## src/rtl/mul_pkg.sv

```systemverilog
// Shared types and helpers for the sequential shift-add multiplier.
package mul_pkg;

   // Default operand width.
   localparam int unsigned MUL_N_DEF = 8;

   // Controller states.
   typedef enum logic [1:0] {
      IDLE = 2'd0,
      CALC = 2'd1,
      DONE = 2'd2
   } mul_state_t;

   // Width of a counter that must hold values 0..n.
   function automatic int unsigned CNT_W(input int unsigned n);
      return $clog2(n + 1);
   endfunction

endpackage : mul_pkg

```

## src/rtl/add_n.sv

```systemverilog
// N-bit ripple-carry adder with a registered carry-in for chained multi-word adds.
module add_n #(
   parameter int unsigned N = 8
) (
   input  logic         clk_i,
   input  logic         rst_ni,
   input  logic         cin_we_i,
   input  logic         cin_d_i,
   input  logic [N-1:0] data0_i,
   input  logic [N-1:0] data1_i,
   output logic [N-1:0] sum_o,
   output logic         over_o
);

   logic         r_cin;
   logic [N:0]   w_c;
   logic [N-1:0] w_sum;

   // Carry-in register; left at zero when the write enable is never asserted.
   always_ff @(posedge clk_i or negedge rst_ni) begin
      if (!rst_ni) begin
         r_cin <= 1'b0;
      end else if (cin_we_i) begin
         r_cin <= cin_d_i;
      end
   end

   // Ripple chain of full adders.
   always_comb begin
      w_c    = '0;
      w_sum  = '0;
      w_c[0] = r_cin;
      for (int unsigned i = 0; i < N; i++) begin
         w_sum[i]  = data0_i[i] ^ data1_i[i] ^ w_c[i];
         w_c[i+1]  = (data0_i[i] & data1_i[i]) | (w_c[i] & (data0_i[i] ^ data1_i[i]));
      end
   end

   assign sum_o  = w_sum;
   assign over_o = w_c[N];

endmodule : add_n

```

## src/rtl/mul_seq_n.sv

```systemverilog
// Sequential unsigned shift-add multiplier: N-bit x N-bit -> 2N-bit, one adder pass per multiplier bit.
module mul_seq_n
   import mul_pkg::*;
#(
   parameter int unsigned N = MUL_N_DEF
) (
   input  logic           clk_i,
   input  logic           rst_ni,
   input  logic           start_i,
   input  logic [N-1:0]   a_i,
   input  logic [N-1:0]   b_i,
   output logic           busy_o,
   output logic           valid_o,
   input  logic           ready_i,
   output logic [2*N-1:0] prod_o
);

   localparam int unsigned CW = CNT_W(N);
   localparam int unsigned PW = 2 * N;

   mul_state_t      r_state;
   mul_state_t      w_state_nxt;
   logic [N-1:0]    r_mcand;
   logic [N-1:0]    w_mcand_nxt;
   logic [PW-1:0]   r_p;
   logic [PW-1:0]   w_p_nxt;
   logic [CW-1:0]   r_cnt;
   logic [CW-1:0]   w_cnt_nxt;

   logic [N-1:0]    w_addend;
   logic [N-1:0]    w_sum;
   logic            w_over;
   logic [PW:0]     w_shift;
   logic            w_last;

   // Partial-product adder; its carry-in register is never written so it stays zero.
   add_n #(
      .N (N)
   ) u_add (
      .clk_i    (clk_i),
      .rst_ni   (rst_ni),
      .cin_we_i (1'b0),
      .cin_d_i  (1'b0),
      .data0_i  (r_p[PW-1:N]),
      .data1_i  (w_addend),
      .sum_o    (w_sum),
      .over_o   (w_over)
   );

   // Add the multiplicand only when the current multiplier LSB is set.
   assign w_addend = r_p[0] ? r_mcand : '0;

   // Carry-out becomes the new MSB after the right shift, so the full 2N+1 bits are kept.
   assign w_shift  = {w_over, w_sum, r_p[N-1:0]};
   assign w_last   = (r_cnt == CW'(N - 1));

   // State and datapath registers.
   always_ff @(posedge clk_i or negedge rst_ni) begin
      if (!rst_ni) begin
         r_state <= IDLE;
         r_mcand <= '0;
         r_p     <= '0;
         r_cnt   <= '0;
      end else begin
         r_state <= w_state_nxt;
         r_mcand <= w_mcand_nxt;
         r_p     <= w_p_nxt;
         r_cnt   <= w_cnt_nxt;
      end
   end

   // Next-state and datapath update.
   always_comb begin
      w_state_nxt = r_state;
      w_mcand_nxt = r_mcand;
      w_p_nxt     = r_p;
      w_cnt_nxt   = r_cnt;
      unique case (r_state)
         IDLE: begin
            if (start_i) begin
               w_mcand_nxt = a_i;
               w_p_nxt     = {N'(0), b_i};
               w_cnt_nxt   = '0;
               w_state_nxt = CALC;
            end
         end
         CALC: begin
            w_p_nxt   = w_shift[PW:1];
            w_cnt_nxt = r_cnt + CW'(1);
            if (w_last) begin
               w_state_nxt = DONE;
            end
         end
         DONE: begin
            // A start seen here is dropped; only the handshake completes.
            if (ready_i) begin
               w_state_nxt = IDLE;
            end
         end
         default: begin
            w_state_nxt = IDLE;
         end
      endcase
   end

   // Status is decoded straight from the state register; product is the P register.
   assign busy_o  = (r_state == CALC);
   assign valid_o = (r_state == DONE);
   assign prod_o  = r_p;

endmodule : mul_seq_n
```

## config.mk

```make
export PLATFORM = sky130hd
export DESIGN_NAME = mul_seq_n
export DESIGN_NICKNAME = d
export VERILOG_FILES = /design/src/rtl/mul_pkg.sv /design/src/rtl/add_n.sv /design/src/rtl/mul_seq_n.sv
export SDC_FILE = /design/constraint.sdc
export NUM_CORES = 1
export LEC_CHECK = 0
export CAP_MARGIN = 20
export CORE_ASPECT_RATIO = 0.8
export CORE_MARGIN = 3
export CORE_UTILIZATION = 53
export DETAILED_ROUTE_END_ITERATION = 7
export GPL_TIMING_DRIVEN = 0
export PLACE_DENSITY_LB_ADDON = 0.1
export SYNTH_ARGS = -nofsm -noshare
export SYNTH_HDL_FRONTEND = slang
export SYNTH_SLANG_ARGS = --single-unit
export TNS_END_PERCENT = 5
```

## constraint.sdc

```tcl
create_clock -name clk_i -period 9.3 [get_ports clk_i]
set_input_delay 0.93 -clock clk_i [delete_from_list [all_inputs] [get_ports clk_i]]
set_output_delay 0.93 -clock clk_i [all_outputs]
set_load 0.02 [all_outputs]
```

Yosys cells after proc, flatten, opt, wreduce, memory -nomap -nowiden
Index checks and enable logic that the tools add are counted.

word-level totals
  register bits after elaboration = 30
  bits of input ports = 20
  output and inout port bits = 18
  word-level logic and storage cells = 62

operators by class
  $add $sub $neg = 1
  equality and inequality tests = 6
  multiplexer cells = 9
  bitwise gates (word level) = 37
  reductions and logical operators = 5

operators with widths
  kind                                           number
  case mux 16 bit (2 select lines)               1
  2-to-1 mux 16 bit                              1
  bitwise AND 1 bit                              15
  bitwise XOR 1 bit                              15
  2-to-1 mux 8 bit                               1
  case mux 4 bit (2 select lines)                1
  OR 1 bit                                       7
  2-to-1 mux 2 bit                               3
  case mux 2 bit (3 select lines)                1
  adder 4 x 1 -> 4 bit, second input constant    1
  == test 4 x 3 -> 1 bit, second input constant  1
  2-to-1 mux 4 bit                               1
  != test 2 x 1 -> 1 bit, second input constant  2
  AND reduction 2 bit                            2
  AND reduction 3 bit                            1
  == test 2 x 1 -> 1 bit, second input constant  1
  == test 2 bit, second input constant           1
  logical NOT 2 bit                              1
  != test 2 bit, second input constant           1
  nonzero test 2 bit                             1

Longest topological paths before layout
  word-level depth = 17
  depth in mapped cells = 15
  mapped depth without buffers = 15

By module
From an unflattened synthesis, not the netlist that was laid out.

second synthesis, totals
  cell total of the unflattened synthesis = 152
  area total of the unflattened synthesis = 1617.8 um2

modules (own cells, without submodules)
  module     instances  cells an instance  area an instance (um2)  sequential area each (um2)
  mul_seq_n  1          132                1380.1                  750.7
  add_n      1          20                 237.7                   25.0

Worst setup path after synthesis
Ideal clock, no wire load.

  path type = flip-flop to flip-flop
  start point = reg r_p[0], in the netlist prod_o[0]
  end point = reg r_p[14], in the netlist prod_o[14]
  setup time = 0.083 ns
  data arrival time = 3.409 ns
  data required time = 9.217 ns
  slack = 5.809 ns
  cell stages (with the launch flop) = 16
  buffers on the path = 0
  clock period less this slack = 3.491 ns
  path through = dfrtp_1 -> and2_1 -> ha_1 -> fa_1 -> fa_1 -> inv_1 -> fa_1 -> inv_1 -> fa_1 -> inv_1 -> fa_1 -> inv_1 -> fa_1 -> inv_1 -> fa_1 -> o22ai_1

between the ends
  word-level cells in the longest chain between the ends = 16
  elaborated cells between the ends (all ways) = 29
  classes of those cells = mux: 2; bitwise: 27

ends and longest elaborated chain
  item                                                           RTL line         source
  from (decl)                                                    mul_seq_n.sv:25  logic [PW-1:0] r_p;
  from (signal assigned)                                         mul_seq_n.sv:67  r_p <= w_p_nxt;
  2-to-1 mux 8 bit (*)                                           mul_seq_n.sv:51  assign w_addend = r_p[0] ? r_mcand : '0;
  bitwise AND 1 bit / bitwise XOR 1 bit (equally long branches)  add_n.sv:35      w_c[i+1] = (data0_i[i] & data1_i[i]) | (w_c[i] & (data0_i[i] ^ data1_i[i]));
  bitwise AND 1 bit                                              add_n.sv:35
  OR 1 bit                                                       add_n.sv:35
  bitwise AND 1 bit                                              add_n.sv:35
  OR 1 bit                                                       add_n.sv:35
  bitwise AND 1 bit                                              add_n.sv:35
  OR 1 bit                                                       add_n.sv:35
  bitwise AND 1 bit                                              add_n.sv:35
  OR 1 bit                                                       add_n.sv:35
  bitwise AND 1 bit                                              add_n.sv:35
  OR 1 bit                                                       add_n.sv:35
  bitwise AND 1 bit                                              add_n.sv:35
  OR 1 bit                                                       add_n.sv:35
  bitwise XOR 1 bit (*)                                          add_n.sv:34      w_sum[i] = data0_i[i] ^ data1_i[i] ^ w_c[i];
  case mux 16 bit (2 select lines) (*)                           mul_seq_n.sv:78  unique case (r_state)

Mark *: on every way between the ends. The rest lies on a longest branch, timed or not.
A chain may end at the register's enable or synchronous reset.

Worst setup path after layout
Same ends and word-level chain as after synthesis.

==> impl_results.md <==
* ANT cells at 0
* Tcrit/Tclk final at between 30% and 40%
* Fraction of layout cells with a size suffix above 1 at a little over an eighth
* Peak supply drop at 0.209 mV
* Die footprint at 3670 um^2
* GPL Wtd Cong at around 0.77
* CP Capture Type: register
* Iter 0 DRT Violations at 122
* Placed insts at 220
* Mux cell area share after synthesis at ~6.4%
* H-tree levels at 2
* Count leader, synth: dfrtp_1
* Largest area contributor in the synthesized netlist: dfrtp_1
* Core Area at 2810 um^2
* Relative slew slack at approximately 47%
* Finished Core Util at 76.6%
* Startpoint types: register
* Largest net degree at the start of global routing at 17
* Post-CTS Setup Inserts at 0
* I/O pin cnt at 38
* Synth Area in Compound Gates at 15.6%
* Leakage at roughly 0.94 nW
* Top cells by count, synth: dfrtp_1 (30), nand2_1 (19), inv_1 (9), mux2_2 (9), o21ai_0 (9)
* Final wirelength at approximately 3700 um
* DR WL/cell at between 15 and 20 um
* CP max FO at 10
* Mapped Nets at 173
* Worst hold stages at 1
* Unrepaired setup endpoints after global routing: false
* Main flop type after synthesis: dfrtp_1
* Reg2Reg Depth at 15
* Final Non-Filler Cells at 228
* FFs w/ async S/R, synth at 100%
* CTS clk-pin slew, worst paths at 0.07 ns
* Post-Syn Area at about 1600 um^2
* Detailed-route via count at roughly 1200
* EDFF count, synth at 0
* Setup WS post-layout at between 5 and 6 ns
* Detail Placement HPWL at 2620 um
* Clock Path Buffers at 2
* Final Hold Vio Count at 0
* Post-route minimum period at approximately 3.7 ns
* Slew @ Worst Pin at approximately 0.79 ns
* Die W at 67.0 um
* Status: finished clean
* Layout net count at 218
* Post-CTS Resized at 0
* Worst Path Required at 9.50 ns
* Max-slew violations at 0
* Worst min path class: register to register
* First-pass DRT Iterations at 4
* Via density at 5.46
* Fmax achieved at 271 MHz
* Antenna violations before repair at 0
* CTS buffer count at 5
* Total track usage at 23.2%
* Area share of the largest cell type after synthesis at 47.7%
* Dpl ws at 5.67 ns
* PwrDens at 349 nW/um^2
* Port buffer count at 37
* Vias in the first global route at 1226
* Clk_lat worst skew at 0.28 ns
* Xor and xnor fraction of the mapped netlist area at 0.556%
* First-pass GRT wire length at ~6000 um
* Root Driver: clkbuf_8
* Post-synthesis instance total at 144
* Synth cell types at 29
* Max Cap Viol at 0
* Setup TNS at 0 ns
* Initial Utilization at between 50% and 60%
* CTS sink count at 30
* Mapped Avg Cell Area at 10.9 um^2
* Area share of and/or/nand/nor cells after synthesis at 12.9%
* Final setup fails at 0
* TritonCTS clock tree: built
* Chip Height at 54.8 um
* Post-cts hold buffer count at 0
* # DRC at 0
* Layout Skew at 0.0102 ns
* FF+latch count, synth at 30
* Register area share after synthesis at between 40 and 50%
* Post-DRT Antenna Nets at 0
* Setup Crit Path Kind: register to register
* Std cell rows at 17
* Dominant combinational cell family by area after synthesis: compound AO/OA/AOI/OAI gates
* Post-synthesis adder-cell area fraction at 10.5%
* Grt ovf at 0
* CP Data Arrival Time at 3.89 ns
* Area Growth Syn to Fin at 36.5%
* Synth area leaders: dfrtp_1 (48%), fa_1 (8.9%), mux2_2 (6.4%), nand2_1 (4.5%), and2b_1 (3.8%)
* Ys Warns at 0
[worst max-delay path, cell delays in order, from the launching register on]
cell     delay, ns
dfrtp_1       0.49
and2_1        0.21
ha_1          0.19
fa_1          0.39
fa_1          0.38
inv_1         0.07
fa_1          0.16
inv_1         0.05
fa_1          0.36
inv_1         0.08
fa_1          0.17
inv_1         0.05
fa_1          0.36
inv_1         0.08
fa_1          0.40
o22ai_1       0.17
[final cells by class]
class	instances	area, um^2
well taps	38	47.5
clock buffers	6	82.6
plain buffers	8	63.8
clock inverters	2	60.1
fillers	207	657
flip-flops and latches	30	751
inverters	10	37.5
multi-input cells	96	723
repair buffers	38	385
[registers in the layout, summed over array words and instances (netlist names)]
| register | count |
|---|---|
| r_cnt | 4 |
| r_state | 2 |
| prod_o | 16 |
| r_mcand | 8 |
[cells by family after synthesis]
group                      Yosys count
and+or+nand+nor                     39
AOI/OAI and AO/OA                   38
DFF                                 30
buffers and inverters               18
muxes                                9
adders and majority gates            9
xor gates and xnor gates             1
[power breakdown]
group | switching [mW] | total [mW] | internal (mW) | leakage [nW]
registers | 0.0533 | 0.245 | 0.191 | 0.371
logic | 0.178 | 0.341 | 0.163 | 0.501
clock network | 0.0513 | 0.166 | 0.114 | 0.0714
total | 0.283 | 0.752 | 0.469 | 0.943
[stage by stage]
step | power, mW | instance area (um^2) | hold slack, ns
detailed placement | 0.585 | 2010 | 0.489
floorplan | 0.452 | 1580 | 0.472
finish | 0.752 | 2150 | 0.507
global placement | 0.563 | 1990 | 0.484
CTS | 0.756 | 2150 | 0.508
global route | 0.804 | 2150 | 0.518
[metal layers]
metal	vias to the layer above	GRT usage [%]	share of wire (%)	wire length [um]
met1	620	30.2	43	1590
met4	0	9.43	1.3	49
met5	-	0	0	0
met2	42	37.3	49	1820
li1	578	-	-	-
met3	6	5.95	6.1	226
[placed cells by master, fill, tap and decap left out, types with 2 or more instances in the layout]
cell / Yosys / routed
buf_6: 2 / 2
and2b_1: 8 / 8
dfrtp_1: 30 / 30
o21bai_1: 2 / 2
clkbuf_1: 3 / 3
and2_1: 5 / 5
clkdlybuf4s50_1: 0 / 37
a22o_1: 2 / 2
nor2b_1: 2 / 2
a21oi_1: 8 / 8
inv_1: 9 / 9
mux2_2: 9 / 9
fa_1: 7 / 7
clkbuf_8: 0 / 6
o22ai_1: 5 / 5
o21ai_1: 3 / 3
ha_1: 2 / 2
nor2_1: 2 / 2
bufinv_16: 0 / 2
o21ai_0: 9 / 9
a22oi_1: 7 / 7
nand2_1: 19 / 19
[path summary, 6_finish.rpt]
| kind | to | slack (ns) | start |
|---|---|---|---|
| setup / recovery | prod_o[14] | 5.61 | prod_o[0] |
| hold / removal | r_mcand[2] | 0.51 | r_mcand[2] |
| setup reg to reg | prod_o[14] | 5.61 | prod_o[0] |
| hold reg to reg | r_mcand[2] | 0.51 | r_mcand[2] |
| max in group asynchronous | prod_o[4] | 7.61 | rst_ni |
| min in group asynchronous | r_mcand[6] | 1.10 | rst_ni |
Power figures use the tool's default switching activity.
